--- config.mk ---
export PLATFORM = sky130hd
export DESIGN_NAME = spi_mem_ctrl
export DESIGN_NICKNAME = d
export VERILOG_FILES = /design/src/rtl/spi_mem_pkg.sv /design/src/rtl/spi_clk_gen.sv /design/src/rtl/spi_mem_ctrl.sv
export SDC_FILE = /design/constraint.sdc
export NUM_CORES = 1
export LEC_CHECK = 0
export CAP_MARGIN = 25
export CORE_MARGIN = 4
export CORE_UTILIZATION = 30
export DETAILED_ROUTE_END_ITERATION = 16
export PLACE_DENSITY = 0.51
export RECOVER_POWER = 50
export REMOVE_ABC_BUFFERS = 1
export SLEW_MARGIN = 0
export SYNTH_ARGS = -nofsm -noshare
export SYNTH_HDL_FRONTEND = slang
export SYNTH_SLANG_ARGS = --single-unit
--- constraint.sdc ---
create_clock -name clk -period 2.4 [get_ports clk]
set_input_delay 0.48 -clock clk [delete_from_list [all_inputs] [get_ports clk]]
set_output_delay 0.48 -clock clk [all_outputs]
set_load 0.03 [all_outputs]
--- src/rtl/spi_mem_pkg.sv ---
// Shared definitions for the SPI memory master: FSM state encoding, request
// size codes, default command bytes and the size-to-byte-count helper.
package spi_mem_pkg;

  localparam logic [2:0] ST_IDLE = 3'd0;
  localparam logic [2:0] ST_CMD  = 3'd1;
  localparam logic [2:0] ST_ADDR = 3'd2;
  localparam logic [2:0] ST_DATA = 3'd3;
  localparam logic [2:0] ST_DONE = 3'd4;

  typedef enum logic [1:0] {
    SZ_B   = 2'd0,
    SZ_H   = 2'd1,
    SZ_W   = 2'd2,
    SZ_RSV = 2'd3
  } size_e;

  localparam logic [7:0] DEF_CMD_READ  = 8'h03;
  localparam logic [7:0] DEF_CMD_WRITE = 8'h02;

  // Reserved size code is served as a full word.
  function automatic logic [2:0] nbytes(input logic [1:0] size);
    case (size_e'(size))
      SZ_B:    return 3'd1;
      SZ_H:    return 3'd2;
      SZ_W:    return 3'd4;
      default: return 3'd4;
    endcase
  endfunction

endpackage

--- src/rtl/spi_clk_gen.sv ---
// SCLK generator: CLK_DIV clk cycles per half-period, idle low.
// rise/fall are one-cycle strobes high in the cycle whose closing clk edge
// makes sclk go high/low. Counter and sclk are cleared whenever en is low.
module spi_clk_gen #(
  parameter int CLK_DIV = 1
) (
  input  logic clk,
  input  logic rst_n,
  input  logic en,
  output logic sclk,
  output logic rise,
  output logic fall
);

  localparam logic [15:0] DIV_M1 = 16'(CLK_DIV - 1);

  logic [15:0] cnt;

  // Half-period counter; toggles sclk when the count wraps.
  always_ff @(posedge clk or negedge rst_n) begin
    if (!rst_n) begin
      cnt  <= 16'd0;
      sclk <= 1'b0;
    end else if (!en) begin
      cnt  <= 16'd0;
      sclk <= 1'b0;
    end else if (cnt == DIV_M1) begin
      cnt  <= 16'd0;
      sclk <= ~sclk;
    end else begin
      cnt  <= cnt + 16'd1;
    end
  end

  assign rise = en && (cnt == DIV_M1) && !sclk;
  assign fall = en && (cnt == DIV_M1) &&  sclk;

endmodule

--- src/rtl/spi_mem_ctrl.sv ---
// SPI memory master (mode 0) for instruction fetch and load/store.
// Sends command, address, then data bytes in address order, MSB first.
// Optional build macro SPI_MEM_WRITE_EN: when defined, writes go out on the
// bus with CMD_WRITE; when undefined, writes complete immediately with no
// SPI activity.
module spi_mem_ctrl
  import spi_mem_pkg::*;
#(
  parameter int         ADDR_W    = 24,
  parameter int         CLK_DIV   = 1,
  parameter logic [7:0] CMD_READ  = DEF_CMD_READ,
  parameter logic [7:0] CMD_WRITE = DEF_CMD_WRITE
) (
  input  logic              clk,
  input  logic              rst_n,
  input  logic              req_valid,
  output logic              req_ready,
  input  logic              req_write,
  input  logic [ADDR_W-1:0] req_addr,
  input  logic [1:0]        req_size,
  input  logic [31:0]       req_wdata,
  output logic              rsp_valid,
  output logic [31:0]       rsp_rdata,
  output logic              busy,
  output logic              sclk,
  output logic              mosi,
  output logic              cs_n,
  input  logic              miso
);

  localparam int SO_W = 8 + ADDR_W;

  logic [2:0]      state;
  logic            wr_q;
  logic [2:0]      nb_q;
  logic [SO_W-1:0] so_sh;
  logic [31:0]     data_sh;
  logic [7:0]      bit_cnt;
  logic [7:0]      bit_last;
  logic [7:0]      cmd;
  logic [31:0]     rd_next;
  logic            in_xfer;
  logic            sclk_rise;
  logic            sclk_fall;

  assign in_xfer   = (state == ST_CMD) || (state == ST_ADDR) || (state == ST_DATA);
  assign cs_n      = !in_xfer;
  assign req_ready = (state == ST_IDLE);
  assign busy      = !req_ready;
  assign rsp_valid = (state == ST_DONE);
  assign cmd       = req_write ? CMD_WRITE : CMD_READ;

  // mosi is a pure function of state and the shift registers, which only
  // move on sclk falling edges or phase changes, so it never moves while sclk is high.
  assign mosi = ((state == ST_CMD) || (state == ST_ADDR)) ? so_sh[SO_W-1] :
                ((state == ST_DATA) && wr_q)              ? data_sh[31]   : 1'b0;

  spi_clk_gen #(.CLK_DIV(CLK_DIV)) u_clk_gen (
    .clk  (clk),
    .rst_n(rst_n),
    .en   (in_xfer),
    .sclk (sclk),
    .rise (sclk_rise),
    .fall (sclk_fall)
  );

  // Index of the last bit in the current phase.
  always_comb begin
    bit_last = 8'd7;
    case (state)
      ST_ADDR: bit_last = 8'(ADDR_W - 1);
      ST_DATA: bit_last = 8'({nb_q, 3'b000}) - 8'd1;
      default: bit_last = 8'd7;
    endcase
  end

  // Bytes arrive first-address-first, so the earliest byte sits highest in
  // data_sh; reverse them into little-endian order, upper bytes zero.
  always_comb begin
    rd_next = 32'd0;
    case (nb_q)
      3'd1:    rd_next = {24'd0, data_sh[7:0]};
      3'd2:    rd_next = {16'd0, data_sh[7:0], data_sh[15:8]};
      default: rd_next = {data_sh[7:0], data_sh[15:8], data_sh[23:16], data_sh[31:24]};
    endcase
  end

  // Transfer FSM: latch request, walk CMD/ADDR/DATA bit by bit, pulse DONE.
  always_ff @(posedge clk or negedge rst_n) begin
    if (!rst_n) begin
      state     <= ST_IDLE;
      wr_q      <= 1'b0;
      nb_q      <= 3'd0;
      so_sh     <= '0;
      data_sh   <= 32'd0;
      bit_cnt   <= 8'd0;
      rsp_rdata <= 32'd0;
    end else begin
      case (state)
        ST_IDLE: begin
          if (req_valid) begin
            wr_q    <= req_write;
            nb_q    <= nbytes(req_size);
            so_sh   <= {cmd, req_addr};
            data_sh <= req_write ? {req_wdata[7:0], req_wdata[15:8],
                                    req_wdata[23:16], req_wdata[31:24]} : 32'd0;
            bit_cnt <= 8'd0;
`ifdef SPI_MEM_WRITE_EN
            state   <= ST_CMD;
`else
            state   <= req_write ? ST_DONE : ST_CMD;
`endif
          end
        end
        ST_CMD, ST_ADDR, ST_DATA: begin
          if (sclk_rise && (state == ST_DATA) && !wr_q)
            data_sh <= {data_sh[30:0], miso};
          if (sclk_fall) begin
            so_sh <= so_sh << 1;
            if ((state == ST_DATA) && wr_q)
              data_sh <= {data_sh[30:0], 1'b0};
            if (bit_cnt == bit_last) begin
              bit_cnt <= 8'd0;
              case (state)
                ST_CMD:  state <= ST_ADDR;
                ST_ADDR: state <= ST_DATA;
                default: begin
                  state <= ST_DONE;
                  if (!wr_q)
                    rsp_rdata <= rd_next;
                end
              endcase
            end else begin
              bit_cnt <= bit_cnt + 8'd1;
            end
          end
        end
        ST_DONE: state <= ST_IDLE;
        default: state <= ST_IDLE;
      endcase
    end
  end

endmodule

### Word-level counts from Yosys, hierarchy flattened

Cells that the tools add are included.

| operators by class | value |
|---|---|
| $add $sub $neg | 3 |
| equality and inequality tests | 12 |
| multiplexer cells | 29 |
| bitwise logic cells | 3 |
| reduce and logical (&&, ||, !) cells | 23 |

Operator list:

| operator | number |
|---|---|
| two-way mux 32 bit | 7 |
| case mux 32 bit (2 select lines) | 3 |
| two-way mux 16 bit | 2 |
| case mux 8 bit (2 select lines) | 2 |
| two-way mux 8 bit | 3 |
| case mux 3 bit (2 select lines) | 3 |
| adder 16 x 1 -> 16 bit, second input constant | 1 |
| zero test 16 bit | 1 |
| two-way mux 3 bit | 4 |
| equality test 3 x 2 -> 1 bit, second input constant | 3 |
| adder 8 x 1 -> 8 bit, second input constant | 1 |
| equality test 8 bit | 1 |
| != test 2 bit, second input constant | 4 |
| subtractor 6 x 1 -> 7 bit, second input constant | 1 |
| equality test 3 x 1 -> 1 bit, second input constant | 2 |
| logical AND 1 bit | 6 |
| AND reduction 3 bit | 2 |
| two-way mux 1 bit | 5 |
| AND reduction 5 bit | 1 |
| zero test 1 bit | 4 |
| AND reduction 2 bit | 2 |
| equality test 3 bit, second input constant | 1 |
| zero test 3 bit | 1 |
| inverter 1 bit | 3 |
| other kinds (6) | 7 |

| storage, ports and cells | value |
|---|---|
| bits in registers | 128 |
| input port bits | 63 |
| output and inout port bits | 38 |
| logic and storage cells | 79 |

### Depth between registers and ports, before layout

| logic depth | value |
|---|---|
| depth in word-level cells | 11 |
| depth in mapped cells | 11 |
| depth with buffers taken out | 8 |

### Cells and area by module

A second synthesis with hierarchy kept.

| second synthesis, totals | value |
|---|---|
| cell total of the unflattened synthesis | 692 |
| area total of the unflattened synthesis | 6488.7 um^2 |

Modules (own cells, without submodules):

| module | instances | cells each | area each (um^2) | sequential area each (um^2) |
|---|---|---|---|---|
| spi_mem_ctrl | 1 | 603 | 5580.4 | 2777.7 |
| spi_clk_gen | 1 | 89 | 908.4 | 425.4 |

### Worst setup path before layout

Ideal clock, no wire load.

| timing path | value |
|---|---|
| kind | flip-flop to flip-flop |
| start | register nb_q[0] |
| end | register rsp_rdata[0] |
| library setup time | 0.126 ns |
| arrival time | 2.000 ns |
| required time | 2.274 ns |
| slack | 0.274 ns |
| stages on the path, launching flop included | 10 |
| buffers on the path | 2 |
| clock period less this slack | 2.126 ns |
| cell sequence | dfrtp_1 -> inv_1 -> ha_1 -> xnor2_1 -> or4_1 -> nand2_1 -> o2111a_1 -> buf_4 -> buf_2 -> a21oi_1 |

| between the ends | value |
|---|---|
| cells in the longest elaborated chain, start to end | 4 |
| elaborated cells between the ends (all ways) | 7 |
| classes of those cells | add/sub (1); eq/ne (3); mux (2); reduce/logical (1) |

Ends and longest elaborated chain:

| element | RTL line | RTL |
|---|---|---|
| start, declared | spi_mem_ctrl.sv:35 | `logic [2:0] nb_q;` |
| start signal, assigned | spi_mem_ctrl.sv:103 | `nb_q <= nbytes(req_size);` |
| subtractor 6 x 1 -> 7 bit | spi_mem_ctrl.sv:72 | `ST_DATA: bit_last = 8'({nb_q, 3'b000}) - 8'd1;` |
| case mux 8 bit (2 select lines) | spi_mem_ctrl.sv:70 | `case (state)` |
| equality test 8 bit | spi_mem_ctrl.sv:122 | `if (bit_cnt == bit_last) begin` |
| AND reduction 5 bit (no source line) | - |  |
| end signal, assigned | spi_mem_ctrl.sv:130 | `rsp_rdata <= rd_next;` |
| end, declared | spi_mem_ctrl.sv:23 | `output logic [31:0] rsp_rdata,` |

Parallel ways exist; a longest one is shown, timed or not.
A chain may end at the register's enable or synchronous reset.

### Worst setup path after layout

| timing path | value |
|---|---|
| start | register u_clk_gen.cnt[12] |
| end | register rsp_rdata[22] |

| between the ends | value |
|---|---|
| cells in the longest elaborated chain, start to end | 4 |

Ends and longest elaborated chain:

| element | RTL line | RTL |
|---|---|---|
| start, declared | spi_clk_gen.sv:17 | `logic [15:0] cnt;` |
| start signal, assigned | spi_clk_gen.sv:31 | `cnt <= cnt + 16'd1;` |
| zero test 16 bit | spi_clk_gen.sv:36 | `assign fall = en && (cnt == DIV_M1) && sclk;` |
| logical AND 1 bit (2 in a row) | spi_clk_gen.sv:36 |  |
| AND reduction 5 bit (no source line) | - |  |

Every way passes these cells.

==> reports/metrics.csv <==
metric,value,unit
status,"finished, violations left",
failing checks,"max-capacitance violations, max-slew violations",
final hold viol count,0,
Rows,51,
worst hold start,so_sh[24],
"Slowest-stage cell, CP",dfrtp_1,
setup ws final,0.118,ns
sequential fraction of the synthesis area,0.529,
top post-synthesis cells by area,"dfrtp_1 53%, nand2_1 6.8%, a22oi_1 5.8%",
Port Buffer Count,100,
synth cell count leaders,"128 x dfrtp_1, 109 x nand2_1, 54 x nor2_1, 47 x a22oi_1, 47 x o21ai_0",
Final min period,2.28,ns
period utilization,0.951,
Switching Fraction,0.374,
number of diodes,0,
maximum VDD drop,0.557,mV
Synth Cell Area,6050,sq um
DR vias,5087,
Initial Util,0.308,
vias in the first global route,5149,
drt drc,0,
Total GRT Usage,0.147,
Reg2Reg Depth,8,
setup violators final,0,
Rel. slew slack,-0.171,
worst slew pin tran,1.76,ns
Layout Skew,0.00902,ns
Reg power frac,0.380,
routed len/inst,15.9,microns
Post-synth ARST share,1.00,
Required @ worst endpoint,2.73,ns
Max Fclk,438,MHz
Worst Hold Class,reg -> reg,
CTS Hold Bufs,0,
Synth top area share,0.529,
"slowest stage delay, CP",0.44,ns
H-tree depth,4,
hold depth,2,
Clk pwr share,0.292,
FF-to-FF setup slack,0.12,ns
maximum fanout along the worst path,7,
crit path cell chain,"nor4_1, nand4_1, nor4_2, o2111a_2, buf_4, clkbuf_16, nand3_1, o21ai_0",
pin count of the biggest net entering global routing,129,
worst skew pair latency,0.41,ns
Yosys warnings,0,
Post-synth EDFFs,0,
Leak,3.66,nW
core footprint,19700,sq um
critical path's top delay family,simple AND/OR/NAND/NOR gates,
Iter 0 DRT Violations,334,
remaining antenna violation count,0,
die width,150,microns
first-pass GRT wire length,26.1,mm
top_reg_cell synth,dfrtp_1,
CTS tree,done,
grt ovf,0,
clock buffer depth,2,
layout cells sized above 1,0.104,
critical path class,reg -> reg,
root buffer cell,clkbuf_16,
Comb pwr share,0.328,
Post-Route WL,16.3,mm
clock slew at reported path FFs,0.06,ns
startpoint types,flip-flop,
R2R Path End,rsp_rdata[22],
distinct cell type count after synthesis,52,
top-count cell post-synth,dfrtp_1,
Crit. End Element,flip-flop,
Max-cap violations,1,
top cell type by total area after synthesis,dfrtp_1,
Seq cells post-synth,128,
Detailed Place HPWL,10.9,mm
drt via density,4.97,
Finished Layout Cells,1024,
Slew Limit Fails,129,
Arrival @ worst endpoint,2.61,ns
Post-Syn Instances,640,
detailed-router iteration count before antenna repair,5,
initial antenna violation count,0,
area grow syn2layout,34.2,%
cell area power density,1060,nW/um^2
average size of a mapped cell,9.45,sq um
Placer Congestion,0.789,
placed cells,987,
Post-Place Worst Slack,0.0389,ns
Ports,101,
die height,150,microns
Hold Crit Endpoint,so_sh[24],
total CTS buffers,17,
internal power,5.39,mW
setup TNS,0,ns
P_sw,3.22,mW
reg-to-reg critical path startpoint,u_clk_gen.cnt[12],
CTS sink count,128,
die footprint,22500,sq um
WP buf/inv,2,
Layout Nets,815,
==> stage by stage <==
step	util	cell area (sq um)	power (mW)	hold WS, ns
after floorplan	-	5850	4.91	0.184
after global placement	0.379	7450	6.03	0.462
after detailed placement	0.379	7450	6.12	0.471
after CTS	0.408	8030	8.67	0.201
after global routing	0.413	8120	9.20	0.514
final	0.413	8120	8.62	0.480
==> layer usage <==
layer / GRT usage / part of all wire / up-vias
met5: 0 / 0 / -
met4: 0.0485 / 0.011 / 0
met3: 0.0466 / 0.065 / 15
met2: 0.230 / 0.47 / 122
met1: 0.193 / 0.45 / 2495
li1: - / - / 2455
==> layout make-up <==
type / count / area, sq um
clock inverter: 13 / 125
sequential: 128 / 3210
timing repair buffer: 129 / 1310
clock buffer: 19 / 453
multi-input combinational: 443 / 2590
inverter: 27 / 101
fill: 1977 / 11500
tap: 265 / 332
==> how the worst max path moves through the flow <==
stage                      startpoint       endpoint  depth (start not counted)
CTS                          state[0]           cs_n                          5
finish              u_clk_gen.cnt[12]  rsp_rdata[22]                          8
floorplan            u_clk_gen.cnt[0]    data_sh[10]                          8
global route         u_clk_gen.cnt[1]   rsp_rdata[4]                         10
detailed placement  u_clk_gen.cnt[12]      so_sh[25]                          5
global placement            req_valid     bit_cnt[4]                          7
==> sequential cells by signal, indices dropped and copies added, names as in the netlist <==
name            cells
wr_q                1
bit_cnt             8
u_clk_gen.sclk      1
so_sh              32
state               3
nb_q                3
rsp_rdata          32
u_clk_gen.cnt      16
data_sh            32
==> worst min-delay path, stage by stage, from the launching register on <==
cell and delay (ns):
dfrtp_1 0.34, nand2_1 0.05, o21ai_0 0.06
==> logic make-up after synthesis <==
| family | after synthesis | synth area share |
|---|---|---|
| AND/OR/NAND/NOR | 232 | 0.170 |
| AO/OA/AOI/OAI | 162 | 0.171 |
| flip-flops | 128 | 0.529 |
| buffers and inverters | 69 | 0.0496 |
| multiplexers | 25 | 0.0418 |
| XOR/XNOR | 18 | 0.0261 |
| adder cells (fa/ha/maj) | 6 | 0.0124 |
==> power by group through the flow <==
stage          logic, mW  clock network, mW  registers (mW)
2_1_floorplan       1.75                  0            3.16
3_3_place_gp        2.75                  0            3.28
3_5_place_dp        2.83                  0            3.29
4_1_cts             2.82               2.58            3.26
5_1_grt             3.17               2.67            3.36
6_report            2.83               2.52            3.27
==> layout by cell type (no fill, tap or decap), types with 5 or more instances in the layout <==
cell type        instances
nand2_1                109
buf_4                   20
xnor2_1                  6
inv_1                   26
and3_1                   7
ha_1                     6
dlygate4sd3_1           13
nand3_1                 29
dfrtp_1                126
clkbuf_16               19
buf_12                   5
nand4_1                  8
a21oi_1                 30
mux2i_1                 23
nor2_1                  53
xor2_1                  11
a22oi_1                 47
a22o_1                   8
clkdlybuf4s50_1         81
o21ai_0                 47
==> repair_timing <==
item                                    in CTS  in global routing
endpoints found under the setup margin       5                 42
gates cloned                                 0                  2
pin swaps                                    0                  1
setup buffers                                0                  3
gates resized for setup                      6                  8
Power figures use the tool's default switching activity.
